<file path="config.mk">
export PLATFORM = sky130hd
export DESIGN_NAME = edge_latch_bank
export DESIGN_NICKNAME = d
export VERILOG_FILES = /design/src/rtl/edge_latch_bank.sv
export SDC_FILE = /design/constraint.sdc
export NUM_CORES = 1
export LEC_CHECK = 0
export ABC_AREA = 1
export BUFFER_PORTS_ARGS = -buffer_cell sky130_fd_sc_hd__buf_4
export CORE_ASPECT_RATIO = 1.75
export CORE_MARGIN = 3
export CORE_UTILIZATION = 60
export DETAILED_ROUTE_END_ITERATION = 8
export PLACE_DENSITY = 0.84
export REMOVE_ABC_BUFFERS = 1
export SYNTH_ARGS = -nofsm -noshare
export SYNTH_HDL_FRONTEND = slang
export SYNTH_SLANG_ARGS = --single-unit
</file>
<file path="constraint.sdc">
create_clock -name i_clk -period 6.3 [get_ports i_clk]
set_clock_uncertainty 0.1 [all_clocks]
set_input_delay 0.315 -clock i_clk [delete_from_list [all_inputs] [get_ports i_clk]]
set_output_delay 0.315 -clock i_clk [all_outputs]
set_load 0.03 [all_outputs]
</file>
<file path="src/rtl/edge_latch_bank.sv">
// edge_latch_bank: a bank of per-channel latches set and cleared by edges on
// asynchronous request lines. A level acknowledge clears each latch, and each
// channel has a saturating overrun counter for set events that find the latch
// already set.
module edge_latch_bank #(
    parameter int           W           = 8,
    parameter int           CW          = 4,
    parameter int           SYNC_STAGES = 2,
    parameter logic [W-1:0] SET_POL     = '1,
    parameter logic [W-1:0] CLR_POL     = '1,
    parameter bit           SET_WINS    = 1'b0
) (
    input  logic            i_clk,
    input  logic            i_rst,
    input  logic [W-1:0]    i_set,
    input  logic [W-1:0]    i_clear,
    input  logic [W-1:0]    i_ack,
    output logic [W-1:0]    o_out,
    output logic            o_any,
    output logic [W*CW-1:0] o_ovr,
    output logic [W-1:0]    o_ovr_flag
);

    typedef enum logic {
        PRIME = 1'b0,
        RUN   = 1'b1
    } state_t;

    localparam logic [1:0]    PRIME_LAST = 2'(SYNC_STAGES);
    localparam logic [CW-1:0] CNT_MAX    = '1;

    state_t               state;
    logic [1:0]           prime_cnt;
    logic                 run;

    logic [W-1:0]         set_cur;
    logic [W-1:0]         clr_cur;
    logic [W-1:0]         set_hist;
    logic [W-1:0]         clr_hist;
    logic [W-1:0]         set_edge;
    logic [W-1:0]         clr_edge;

    logic [W-1:0]         out_nxt;
    logic [W-1:0]         flag_nxt;
    logic [W-1:0][CW-1:0] cnt_q;
    logic [W-1:0][CW-1:0] cnt_nxt;

    generate
        if (SYNC_STAGES == 0) begin : g_nosync
            assign set_cur = i_set;
            assign clr_cur = i_clear;
        end else begin : g_sync
            logic [W-1:0] set_sync [SYNC_STAGES];
            logic [W-1:0] clr_sync [SYNC_STAGES];

            // Shift the raw set/clear requests through the synchroniser chain.
            // NOTE: sequential state uses non-blocking assignments so each stage
            // samples its neighbour's pre-edge value and the chain really shifts.
            // NOTE: the synchroniser flops are reset as well, so an edge captured
            // before reset can never surface after it.
            always_ff @(posedge i_clk or posedge i_rst) begin
                if (i_rst) begin
                    for (int i = 0; i < SYNC_STAGES; i++) begin
                        set_sync[i] <= '0;
                        clr_sync[i] <= '0;
                    end
                end else begin
                    set_sync[0] <= i_set;
                    clr_sync[0] <= i_clear;
                    for (int i = 1; i < SYNC_STAGES; i++) begin
                        set_sync[i] <= set_sync[i-1];
                        clr_sync[i] <= clr_sync[i-1];
                    end
                end
            end

            assign set_cur = set_sync[SYNC_STAGES-1];
            assign clr_cur = clr_sync[SYNC_STAGES-1];
        end
    endgenerate

    // One-flop history of the synchronised levels, used for edge detection.
    always_ff @(posedge i_clk or posedge i_rst) begin
        if (i_rst) begin
            set_hist <= '0;
            clr_hist <= '0;
        end else begin
            set_hist <= set_cur;
            clr_hist <= clr_cur;
        end
    end

    // Stay in PRIME for SYNC_STAGES+1 clocks so the chain and history fill with
    // the present input levels before any edge is believed.
    always_ff @(posedge i_clk or posedge i_rst) begin
        if (i_rst) begin
            state     <= PRIME;
            prime_cnt <= '0;
        end else begin
            case (state)
                PRIME: begin
                    if (prime_cnt == PRIME_LAST) begin
                        state <= RUN;
                    end else begin
                        prime_cnt <= prime_cnt + 2'd1;
                    end
                end
                RUN:     state <= RUN;
                default: state <= PRIME;
            endcase
        end
    end

    assign run = (state == RUN);

    // Per-channel polarity selects rising or falling edges; no edges while priming.
    always_comb begin
        set_edge = '0;
        clr_edge = '0;
        if (run) begin
            set_edge = (SET_POL & set_cur & ~set_hist) | (~SET_POL & ~set_cur & set_hist);
            clr_edge = (CLR_POL & clr_cur & ~clr_hist) | (~CLR_POL & ~clr_cur & clr_hist);
        end
    end

    // Next latch and counter state: edge resolution first, then acknowledge.
    // NOTE: every always_comb target is given a default first so no latch is inferred.
    always_comb begin
        out_nxt  = o_out;
        cnt_nxt  = cnt_q;
        flag_nxt = '0;
        for (int n = 0; n < W; n++) begin
            if (set_edge[n] && clr_edge[n]) begin
                out_nxt[n] = SET_WINS;
            end else if (set_edge[n]) begin
                out_nxt[n] = 1'b1;
            end else if (clr_edge[n]) begin
                out_nxt[n] = 1'b0;
            end

            // An ack drops the latch, but never swallows a set arriving with it.
            if (i_ack[n] && !set_edge[n]) begin
                out_nxt[n] = 1'b0;
            end

            if (i_ack[n]) begin
                cnt_nxt[n] = '0;
            end else if (set_edge[n] && o_out[n] && out_nxt[n] && (cnt_q[n] != CNT_MAX)) begin
                cnt_nxt[n] = cnt_q[n] + 1'b1;
            end

            if (!run) begin
                out_nxt[n] = 1'b0;
                cnt_nxt[n] = '0;
            end

            flag_nxt[n] = |cnt_nxt[n];
        end
    end

    // Register latch state, counters and the summary flags taken from next-state values.
    always_ff @(posedge i_clk or posedge i_rst) begin
        if (i_rst) begin
            o_out      <= '0;
            cnt_q      <= '0;
            o_any      <= 1'b0;
            o_ovr_flag <= '0;
        end else begin
            o_out      <= out_nxt;
            cnt_q      <= cnt_nxt;
            o_any      <= |out_nxt;
            o_ovr_flag <= flag_nxt;
        end
    end

    assign o_ovr = cnt_q;

endmodule

</file>
Word-level counts from Yosys, hierarchy flattened
Index checks and enable logic that the tools add are counted.
{"block": "op_classes", "n_eq_ne": 9, "n_mux": 68, "bitwise": 6, "reduce_logical": 58, "n_addsub": 9}
{"cell": "2-to-1 mux 4 bit", "count": 24}
{"cell": "2-to-1 mux 1 bit", "count": 41}
{"cell": "logical AND 1 bit", "count": 40}
{"cell": "adder 4 x 1 -> 4 bit, second input constant", "count": 8}
{"cell": "inequality test 4 bit, second input constant", "count": 8}
{"cell": "OR reduction 4 bit", "count": 8}
{"cell": "bitwise AND 8 bit", "count": 2}
{"cell": "2-to-1 mux 8 bit", "count": 2}
{"cell": "NOT 8 bit", "count": 2}
{"cell": "zero test 1 bit", "count": 8}
{"cell": "OR reduction 8 bit", "count": 1}
{"cell": "adder 2 x 1 -> 2 bit, second input constant", "count": 1}
{"cell": "equality test 2 bit, second input constant", "count": 1}
{"cell": "NOT 1 bit", "count": 2}
{"cell": "one-hot mux 1 bit (2 select lines)", "count": 1}
{"cell": "AND reduction 2 bit", "count": 1}
{"block": "totals", "inputBits": 26, "ff_bits": 100, "out_inout_bits": 49, "wordCells": 169}

Depth between registers and ports, before layout
{"block": "depth", "ltp_word": 13, "ltp_mapped": 10}

Worst setup path after synthesis
Ideal clock, no wire load.
{"block": "synth_timing", "path_type": "register to register", "startpoint": "register cnt_q (netlist bit o_ovr[0])", "endpoint": "register o_ovr_flag[0]", "setup_slack_ns": 4.702, "arrival_ns": 1.368, "synth_period_minus_slack_ns": 1.598, "path_stages_with_launch": 8, "path_buffers": 0, "cell_sequence": "dfrtp_1 -> ha_1 -> nand3_1 -> nand2_1 -> nor2_2 -> nand2_1 -> nand3_1 -> nand4_1"}
{"block": "synth_via", "elab_chain_cells": 6, "word_cells_on_any_way": 7, "classes_between": "add/sub (1); eq/ne (1); mux (3); reduce/logical (2)"}
{"element": "from (decl)", "line_no": "45", "text": "logic [W-1:0][CW-1:0] cnt_q;"}
{"element": "from (signal assigned)", "line_no": "170", "text": "cnt_q <= cnt_nxt;"}
{"element": "branches (longest 2 deep; another with adder 4 x 1 -> 4 bit)"}
{"element": "2-to-1 mux 4 bit (*)", "line_no": "148", "text": "end else if (set_edge[n] && o_out[n] && out_nxt[n] && (cnt_q[n] != CNT_MAX)) begin"}
{"element": "2-to-1 mux 4 bit (*)", "line_no": "146", "text": "if (i_ack[n]) begin"}
{"element": "2-to-1 mux 4 bit (*)", "line_no": "152", "text": "if (!run) begin"}
{"element": "OR reduction 4 bit (*)", "line_no": "157", "text": "flag_nxt[n] = |cnt_nxt[n];"}
{"element": "net flag_nxt[0]", "line_no": "44", "text": "logic [W-1:0] flag_nxt;"}
{"element": "to (signal assigned)", "line_no": "172", "text": "o_ovr_flag <= flag_nxt;"}
{"element": "to (decl)", "line_no": "21", "text": "output logic [W-1:0] o_ovr_flag"}
Mark *: on every way through the listed nets, which the timed path passes.
A chain may end at the register's enable or synchronous reset.

Final worst setup path
{"block": "layout_timing", "startpoint": "register state (netlist: run)", "endpoint": "register o_any"}
{"block": "layout_via", "elab_chain_cells": 7, "word_cells_on_any_way": 67, "classes_between": "mux (42); reduce/logical (25)"}
{"element": "from (decl)", "line_no": "32", "text": "state_t state;"}
{"element": "from (signal assigned)", "line_no": "97", "text": "state <= PRIME;"}
{"element": "from (signal assigned)", "line_no": "103", "text": "state <= RUN;"}
{"element": "from (signal assigned)", "line_no": "108", "text": "RUN: state <= RUN;"}
{"element": "2-to-1 mux 8 bit", "line_no": "120", "text": "if (run) begin"}
{"element": "2-to-1 mux 1 bit", "line_no": "137", "text": "end else if (clr_edge[n]) begin"}
{"element": "2-to-1 mux 1 bit", "line_no": "135", "text": "end else if (set_edge[n]) begin"}
{"element": "2-to-1 mux 1 bit", "line_no": "133", "text": "if (set_edge[n] && clr_edge[n]) begin"}
{"element": "2-to-1 mux 1 bit", "line_no": "142", "text": "if (i_ack[n] && !set_edge[n]) begin"}
{"element": "2-to-1 mux 1 bit (*)", "line_no": "152"}
{"element": "net out_nxt[0]", "line_no": "43", "text": "logic [W-1:0] out_nxt;"}
{"element": "OR reduction 8 bit (*)", "line_no": "171", "text": "o_any <= |out_nxt;"}
{"element": "to (signal assigned)", "line_no": "171"}
{"element": "to (decl)", "line_no": "19", "text": "output logic o_any,"}
Mark *: on every way through the listed nets, which the timed path passes. The rest lies on a longest branch.

==> impl_metrics.yaml <==
outcome:
  status: "finished, final reports clean"
clocking:
  insertion_delay_ns: 0.34
  cts_tree: "done"
  root_buffer: "clkbuf_16"
  clk_path_buf_depth: 2
  h-tree-depth: 3
  cts.clk_slew.worst_paths_ns: 0.06
  clkSinkCount: 100
  numCtsBuffers: 9
floorplanning:
  start_util_pct: 62.8
  die_w_um: 70.7
  die_h_um: 119
  rows: 40
  coreArea_um2: 7010
  dieArea_um2: 8430
  io_pins: 75
sta:
  fin_ws_ns: 4.21
  rsz0062_at_grt: "no"
  timing.fmax_ghz: 0.478
  finalSetupTns_ns: 0
  worstMarginPinSlew_ns: 1.02
  hold_viol: 0
  period_minus_slack_ns: 2.09
  relSlewSlack_pct: 32.0
  finalMaxSlewViolations: 0
  setup_viol: 0
  fin_crit_sh_pct: 33.2
pwr:
  power_uw: 1310
  p_int_uw: 993
  p_sw_share_pct: 24.2
  power_density_nw_per_um2: 240
  pwr-share-clk_pct: 37.1
  sequentialPowerShare_pct: 52.5
  irDropWorstVdd_v: 0.000238
  power_switching_uw: 317
  leakage_uw: 0.00328
  p_comb_share_pct: 10.4
worst_setup_path:
  crit_family: "simple AND/OR/NAND/NOR gates"
  crit_buf_inv: 2
  crit_type: "reg -> reg"
  crit_top_cell: "nand2_1"
  crit_arrival_ns: 2.22
  cp_max_fo: 22
  slowest_delay_ns: 0.65
  cp_slowest_cell: "dfrtp_1"
  endpoint_kind: "register"
  path_cells: "buf_4 -> nand3_1 -> nand2_1 -> nand2_1 -> nand2_1 -> inv_1 -> nor3_1 -> nand2_1"
  cp.depth: 8
  cp-start-kind: "register"
  r2r_cells: 8
  required_ns: 6.42
global_routing:
  grt_pass1_vias: 3574
  grt_max_degree: 87
  gr-total-overflow: 0
  grt_usage_pct: 24.5
  antenna_found_initial: 0
  grt_pass1_wl_um: 15900
synth:
  ys_ff_latch: 100
  synth-seq-area-share_pct: 56.9
  ys_types: 19
  syn_avg_cell_area_um2: 9.14
  syn_inst: 481
  syn_area_um2: 4400
  yosysWarnings: 0
placement:
  dp_slack_ns: 4.23
  place_congestion: 0.851
  portBuffers: 74
  dp_hpwl_um: 6600
worst_hold_path:
  worstHoldPathCells: 4
  hold_path_class: "in -> reg"
route:
  via_per_inst: 5.11
  first_pass_iters: 4
  drc: 0
  routedWlPerCell_um: 14.0
  drt_wl_total_um: 9350
  first_iter_violations: 249
  ant_nets: 0
  vias: 3412
flow_run:
  drv_cap: 0
final_layout:
  final_cell_mix: "nand2_1 (121), inv_1 (107), dfrtp_1 (100)"
  syn2layout_area_growth_pct: 24.1
  drive_gt1_share_pct: 21.1
  diodes: 0
  nets: 616
  layout_commonest_cell: "nand2_1"
  finish.utilization_pct: 77.9
[Yosys cell counts]
master,n,area share [%]
buf_12,1,0.46
buf_2,1,0.11
buf_6,2,0.51
dfrtp_1,100,57
ha_1,9,2.6
inv_1,108,9.2
nand2_1,121,10
nand2_2,15,2.1
nand3_1,51,5.8
nand3_4,5,2.0
nand4_1,10,1.4
nor2_1,18,1.5
nor2_2,7,1.0
nor2_4,6,1.5
nor3_1,2,0.23
o21ai_0,8,0.91
o21bai_1,2,0.34
xnor2_1,6,1.2
xor2_1,9,1.8
[area by class of cell]
class | count | area, um2
Multi-Input combinational cell | 269 | 1440
Tap cell | 84 | 105
Clock buffer | 11 | 243
Fill cell | 480 | 1550
Sequential cell | 100 | 2500
Inverter | 108 | 408
Timing Repair Buffer | 93 | 741
Clock inverter | 3 | 15.0
[flip-flops by register name (all words and copies together), names as in the netlist]
name             flops
o_ovr               32
clr_cur              8
clr_hist             8
g_sync.clr_sync      8
g_sync.set_sync      8
o_out                8
o_ovr_flag           8
set_cur              8
set_hist             8
prime_cnt            2
o_any                1
run                  1
[power groups by stage]
stage / Combinational (uW) / Sequential, uW / Clock, uW
2_1_floorplan: 56.5 / 719 / 0
5_1_grt: 150 / 691 / 525
6_report: 136 / 688 / 486
4_1_cts: 137 / 689 / 495
3_5_place_dp: 127 / 700 / 0
3_3_place_gp: 123 / 698 / 0
[metrics by stage]
step | std cells | hold slack, ns | instance area, um2
finish | 668 | 0.174 | 5460
global route | 668 | 0.183 | 5460
CTS | 668 | 0.163 | 5460
detailed placement | 637 | 0.144 | 5030
global placement | 637 | 0.140 | 5030
floorplan | 477 | 0.231 | 4350
[what timing repair did]
item	in CTS	in global routing
buffers inserted	0	0
endpoints found under the hold margin	30	0
hold buffers	17	0
resized for setup	0	0
[final timing paths]
kind	from	endpoint	slack, ns
max in group asynchronous	i_rst	o_ovr_flag[3]$_DFF_PP0_	4.50
min reg2reg	g_sync.clr_sync[11]$_DFF_PP0_	clr_cur[3]$_DFF_PP0_	0.24
min	i_ack[2]	o_ovr[11]$_DFF_PP0_	0.17
max reg2reg	run$_DFF_PP0_	o_any$_DFF_PP0_	4.21
min in group asynchronous	i_rst	g_sync.clr_sync[12]$_DFF_PP0_	0.36
max	run$_DFF_PP0_	o_any$_DFF_PP0_	4.21
[routing by layer]
metal  vias up  global-route usage (%)  part of all wire (%)  routed length, um
met5         -                       0                     0                  0
met3        24                    7.26                   5.4                506
met1      1650                    24.7                    34               3220
li1       1645                       -                     -                  -
met2        93                    45.3                    57               5350
met4         0                    10.2                   3.0                280
[cell families after synthesis]
kind of cell             after synthesis  synth area share (%)
buffers and inverters                112                  10.3
AND/OR/NAND/NOR                      235                  26.0
flip-flops                           100                  56.9
AO/OA/AOI/OAI                         10                  1.25
adder cells (fa/ha/maj)                9                  2.56
XOR/XNOR                              15                  2.99
[tightest hold or removal path: stages]
cell and delay [ns]:
buf_4 0.09, inv_1 0.05, nand3_1 0.09, inv_1 0.04
(Power assumes the default switching activity.)
